==> config.mk <==
export PLATFORM = sky130hd
export DESIGN_NAME = scroll_window_gen
export DESIGN_NICKNAME = d
export VERILOG_FILES = /design/src/rtl/scroll_window_gen_pkg.sv /design/src/rtl/scroll_window_gen_prescaler.sv /design/src/rtl/scroll_window_gen.sv
export SDC_FILE = /design/constraint.sdc
export NUM_CORES = 1
export LEC_CHECK = 0
export ABC_AREA = 1
export CAP_MARGIN = 15
export CORE_MARGIN = 1
export CORE_UTILIZATION = 45
export DETAILED_ROUTE_END_ITERATION = 7
export PLACE_DENSITY_LB_ADDON = 0.2
export SYNTH_ARGS = -nofsm -noshare
export SYNTH_HDL_FRONTEND = slang
export SYNTH_SLANG_ARGS = --single-unit
==> constraint.sdc <==
create_clock -name CLOCK_50 -period 15.84 [get_ports CLOCK_50]
set_input_delay 3.96 -clock CLOCK_50 [delete_from_list [all_inputs] [get_ports CLOCK_50]]
set_output_delay 3.96 -clock CLOCK_50 [all_outputs]
set_load 0.02 [all_outputs]
==> src/rtl/scroll_window_gen_pkg.sv <==
// Shared character codes, default message and timing constants for the scrolling
// window generator and its prescaler.
package scroll_window_gen_pkg;

    localparam int CH_H     = 0;
    localparam int CH_E     = 1;
    localparam int CH_L     = 2;
    localparam int CH_O     = 3;
    localparam int CH_BLANK = 4;

    localparam int DEFAULT_BOUND = 18000000;
    localparam int DEFAULT_LEN   = 8;
    localparam int WINDOW        = 8;

    // Power-up message "HELLO" followed by blanks; every slot past the text is blank.
    function automatic int default_char(input int idx);
        case (idx)
            0:       return CH_H;
            1:       return CH_E;
            2, 3:    return CH_L;
            4:       return CH_O;
            default: return CH_BLANK;
        endcase
    endfunction

endpackage

==> src/rtl/scroll_window_gen_prescaler.sv <==
// Free-running scroll prescaler: emits a registered one-cycle tick every BOUND
// unpaused clock cycles. Pause freezes the count without losing progress.
module scroll_window_gen_prescaler #(
    parameter int BOUND = 18000000,
    parameter int CNT_W = 32
) (
    input  logic clk,
    input  logic rst,
    input  logic pause,
    output logic tick
);

    logic [CNT_W-1:0] cnt;

    always_ff @(posedge clk or posedge rst) begin
        if (rst) begin
            cnt  <= '0;
            tick <= 1'b0;
        end else if (pause) begin
            tick <= 1'b0;
        end else if (cnt == CNT_W'(BOUND - 1)) begin
            cnt  <= '0;
            tick <= 1'b1;
        end else begin
            cnt  <= cnt + CNT_W'(1);
            tick <= 1'b0;
        end
    end

endmodule

==> src/rtl/scroll_window_gen.sv <==
// Message store plus scroll offset, presenting an 8-character window to the
// SSD decoder bank (slot 7 = HEX7, leftmost). Message wraps at its current length.
module scroll_window_gen
    import scroll_window_gen_pkg::*;
#(
    parameter int MSG_MAX = 16,
    parameter int CHAR_W  = 3,
    parameter int BOUND   = DEFAULT_BOUND,
    parameter int CNT_W   = 32
) (
    input  logic                       CLOCK_50,
    input  logic                       reset,
    input  logic                       dir,
    input  logic                       pause,
    input  logic                       clr,
    input  logic                       wr_stb,
    input  logic [CHAR_W-1:0]          wr_char,
    output logic [WINDOW*CHAR_W-1:0]   char_out,
    output logic [$clog2(MSG_MAX):0]   msg_len,
    output logic                       full,
    output logic                       tick
);

    localparam int IDX_W = $clog2(MSG_MAX);
    localparam int LEN_W = IDX_W + 1;

    logic [CHAR_W-1:0]         mem [MSG_MAX];
    logic [LEN_W-1:0]          len;
    logic [IDX_W-1:0]          offset;
    logic [IDX_W-1:0]          last_idx;
    logic [IDX_W-1:0]          win_idx;
    logic                      dir_meta;
    logic                      dir_s;
    logic                      step;
    logic                      empty;
    logic [WINDOW*CHAR_W-1:0]  window;

    scroll_window_gen_prescaler #(
        .BOUND (BOUND),
        .CNT_W (CNT_W)
    ) u_scroll_prescaler (
        .clk   (CLOCK_50),
        .rst   (reset),
        .pause (pause),
        .tick  (tick)
    );

    // The switch is asynchronous; both flops come out of reset as "shift left".
    always_ff @(posedge CLOCK_50 or posedge reset) begin
        if (reset) begin
            dir_meta <= 1'b1;
            dir_s    <= 1'b1;
        end else begin
            dir_meta <= dir;
            dir_s    <= dir_meta;
        end
    end

    assign empty    = (len == '0);
    assign full     = (len == LEN_W'(MSG_MAX));
    assign msg_len  = len;
    assign step     = tick & ~pause;
    // At len == MSG_MAX the low bits are zero, so this still wraps to MSG_MAX-1.
    assign last_idx = len[IDX_W-1:0] - IDX_W'(1);

    // clr beats a same-cycle write; a step and a write may coincide and the step sees the old len.
    always_ff @(posedge CLOCK_50 or posedge reset) begin
        if (reset) begin
            for (int i = 0; i < MSG_MAX; i++) begin
                mem[i] <= CHAR_W'(default_char(i));
            end
            len    <= LEN_W'(DEFAULT_LEN);
            offset <= '0;
        end else if (clr) begin
            len    <= '0;
            offset <= '0;
        end else begin
            if (wr_stb && !full) begin
                mem[len[IDX_W-1:0]] <= wr_char;
                len                 <= len + LEN_W'(1);
            end
            if (step && !empty) begin
                if (dir_s) begin
                    offset <= (offset == last_idx) ? '0 : offset + IDX_W'(1);
                end else begin
                    offset <= (offset == '0) ? last_idx : offset - IDX_W'(1);
                end
            end
        end
    end

    always_comb begin
        window  = '0;
        win_idx = offset;
        for (int k = 0; k < WINDOW; k++) begin
            if (empty) begin
                window[(WINDOW-1-k)*CHAR_W +: CHAR_W] = CHAR_W'(CH_BLANK);
            end else begin
                window[(WINDOW-1-k)*CHAR_W +: CHAR_W] = mem[win_idx];
            end
            win_idx = (win_idx == last_idx) ? '0 : win_idx + IDX_W'(1);
        end
    end

    always_ff @(posedge CLOCK_50 or posedge reset) begin
        if (reset) begin
            for (int k = 0; k < WINDOW; k++) begin
                char_out[(WINDOW-1-k)*CHAR_W +: CHAR_W] <= CHAR_W'(default_char(k));
            end
        end else begin
            char_out <= window;
        end
    end

endmodule

==> summary.txt <==
status = finished clean
via/cell ratio = 6.19
Synth Register Bits = 116
Final Cycle Share = 54.3%
Ys Warns = 0
cts hold-fix bufs = 0
R2R Setup Slk = 7240 ps
num ports = 40
Syn Nets = 1382
Root Buffer = clkbuf_16
critical path capture point type = register
post-synthesis xor/xnor area fraction = 2.04%
Hold Path Class = register to register
drt drc = 0
worst-margin pin slew = 801 ps
Crit Path Category = register to register
top cells by area, synth = dfrtp_1 24%, nand2_1 12%, o21ai_0 10%, dfstp_2 7.6%, nand3_1 5.8%
core area = 20300 sq um
TritonCTS clock tree = done
final setup vio count = 0
aggregate global routing overflow = 0
Max FO, Critical Path = 51
reg2reg path depth = 41
DP HPWL = 24.2 mm
total number of vias = 10100
Hold Vio Cnt, Final = 0
Synth area leader = dfrtp_1
Yosys top cell area share = 23.8%
PostCTS Resize Cnt = 0
Syn Inst Count = 1359
Post-Synth Adder-Cell Area = 1.87%
setup TNS = 0 ps
Die X = 146 microns
antenna viol nets, final = 0
crit start category = register
Worst path most repeated cell = nand2_1
Clock transition at path regs = 60 ps
die height = 146 microns
layout cells sized above 1 = 10.5%
Seq pwr share = 32.6%
average wire per standard cell = 21.7 microns
Simple-Gate Fraction of Synth Area = 29.9%
Int Power = 692 uW
largest family of logic cells by synthesized area = simple AND/OR/NAND/NOR gates
number of global-route vias before repair = 9103
family with the most delay on the worst path = simple AND/OR/NAND/NOR gates
post-synthesis compound-gate area fraction = 25.1%
fin crit period = 8600 ps
clk sinks = 116
first-pass GRT wire length = 54.0 mm
pin count of the biggest net entering global routing = 65
I/O Buffers = 39
RR Startpoint = msg_len[0]
worst IR drop on VDD = 0.0000913 V
Post-synth EDFFs = 0
total track usage = 33.2%
Leak = 4.61 nW
Slew Viols, Final = 0
Placer Congestion = 1.01
Final Instance Area = 10400 sq um
Cell Area, Placed = 9810 sq um
Rows = 52
Pre-antenna DRT Iters = 6
area delta synth->final = 10.9%
Comb pwr share = 34.8%
clock share of power = 32.6%
top_reg_cell synth = dfrtp_1
Fillers = 2073
final hold slack = 366 ps
Critical Path RT = 16160 ps
Crit path depth = 41
f_max = 0.116 GHz
# nets final = 1371
arrival time worst endpoint = 8920 ps
H-tree levels = 4
max-cap violation count = 0
worst-path cell with the longest stage delay = dfrtp_1
Setup crit end = char_out[0]
switching pwr = 464 uW
crit-path max cell delay = 790 ps
sequential area share after synthesis = 31.3%
Crit Reg-Reg Endpoint = char_out[0]
post-synthesis mux area share = 0%
Initial Util = 46.2%
Die Footprint = 21400 sq um
Synth Area per Inst = 6.90 sq um
initial antenna violation count = 0
PD cells = 111 nW/um^2
Post-CTS Setup Inserts = 0
Routed WL = 35.5 mm
asr flop ratio synth = 100%
clock insertion delay at the later pin of the skew report = 420 ps
Synth cell types = 51
final core occ = 51.2%
number of diodes = 0
WP buf/inv = 8
Final Skew = 8.46 ps
Synth Cell Area = 9370 sq um
Critical Path Source = msg_len[0]
max_slew headroom = 46.6%
clock buffer depth = 2
switching share of power = 40.1%
RSZ-0062 raised after global routing = no
DRT iter0 DRCs = 1446
total CTS buffers = 17
==> layer usage <==
layer / routed length, microns / part of all wire, % / up-vias / track usage, %
met5: 0 / 0 / - / 0
met4: 1670 / 4.7 / 0 / 16.1
met3: 4410 / 12 / 117 / 9.53
met2: 14600 / 41 / 641 / 47.3
met1: 14800 / 42 / 4661 / 46.0
li1: - / - / 4682 / -
==> cell usage after synthesis, types with 6 or more instances <==
library cell  instances
nand2_1             296
o21ai_0             189
inv_1               127
nand3_1             109
dfrtp_1              89
nor2_1               85
a21oi_1              60
clkbuf_1             55
o221ai_1             39
nor3_1               37
a221oi_1             33
dfstp_2              27
inv_2                20
nand2_2              17
nand2_4              17
a311oi_1             14
ha_1                 14
nand4_1              11
xor2_1               11
nor2_4                9
o311ai_0              9
xnor2_1               9
buf_2                 8
nor4_1                7
a31oi_1               6
buf_6                 6
==> worst register-to-register path: cells and delay by family, from the launching register on <==
| family | cells | cell delay (ps) |
|---|---|---|
| DFF | 1 | 790 |
| AOI/OAI and AO/OA | 1 | 140 |
| and+or+nand+nor | 27 | 4220 |
| adders and majority gates | 3 | 1080 |
| buffers and inverters | 8 | 1700 |
| xor gates and xnor gates | 2 | 550 |
==> power groups by stage <==
stage,Clock (mW),Sequential [mW],Combinational (mW)
after CTS,0.381,0.374,0.390
final,0.376,0.377,0.403
after global routing,0.394,0.379,0.434
after floorplan,0,0.379,0.260
after detailed placement,0,0.379,0.389
after global placement,0,0.379,0.388
==> layout make-up <==
class	count	area, sq um	share of cell area (%)
multi-input cells	1017	5530	53.2
flip-flops and latches	116	2940	28.3
inverters	151	574	5.53
clock buffers	19	453	4.36
repair buffers	45	435	4.19
well taps	270	338	3.25
clock inverters	13	125	1.20
==> cells by family (layout without fill, tap and decap cells) <==
| group | after synthesis | count (layout) |
|---|---|---|
| buf+inv | 226 | 228 |
| compound gates | 381 | 381 |
| flops | 116 | 116 |
| simple gates | 601 | 601 |
| xor+xnor | 21 | 21 |
| fa+ha+maj | 14 | 14 |
==> stage by stage <==
stage	setup slack [ps]	cells	power, mW
floorplan	8850	1359	0.639
global placement	7650	1599	0.767
detailed placement	7580	1599	0.768
CTS	7550	1631	1.15
global route	6680	1631	1.21
finish	7240	1631	1.16
==> layout by cell type, fill, tap and decap left out, drive strengths merged, types with 37 or more instances in the layout <==
master | synthesis | final
nor2 | 97 | 97
a21oi | 60 | 60
nand3 | 110 | 110
inv | 149 | 152
o221ai | 39 | 39
dfrtp | 89 | 89
o21ai | 192 | 192
nand2 | 333 | 333
nor3 | 37 | 37
clkdlybuf4s50 | 0 | 39
==> worst min path at each step <==
stage / slack (ps) / endpoint / cells after the start / startpoint
4_1_cts: 370 / dir_s / 0 / dir_meta
3_3_place_gp: 360 / dir_s / 0 / dir_meta
2_1_floorplan: 350 / dir_s / 0 / dir_meta
3_5_place_dp: 350 / dir_s / 0 / dir_meta
6_report: 370 / dir_s / 0 / dir_meta
5_1_grt: 370 / dir_s / 0 / dir_meta
==> state kept, by name, indices dropped and copies added, names as in the netlist <==
| signal | cells |
|---|---|
| u_scroll_prescaler.cnt | 32 |
| dir_meta | 1 |
| msg_len | 5 |
| char_out | 24 |
| dir_s | 1 |
| u_scroll_prescaler.tick | 1 |
| offset | 4 |
| mem | 48 |
Power figures use the tool's default switching activity.
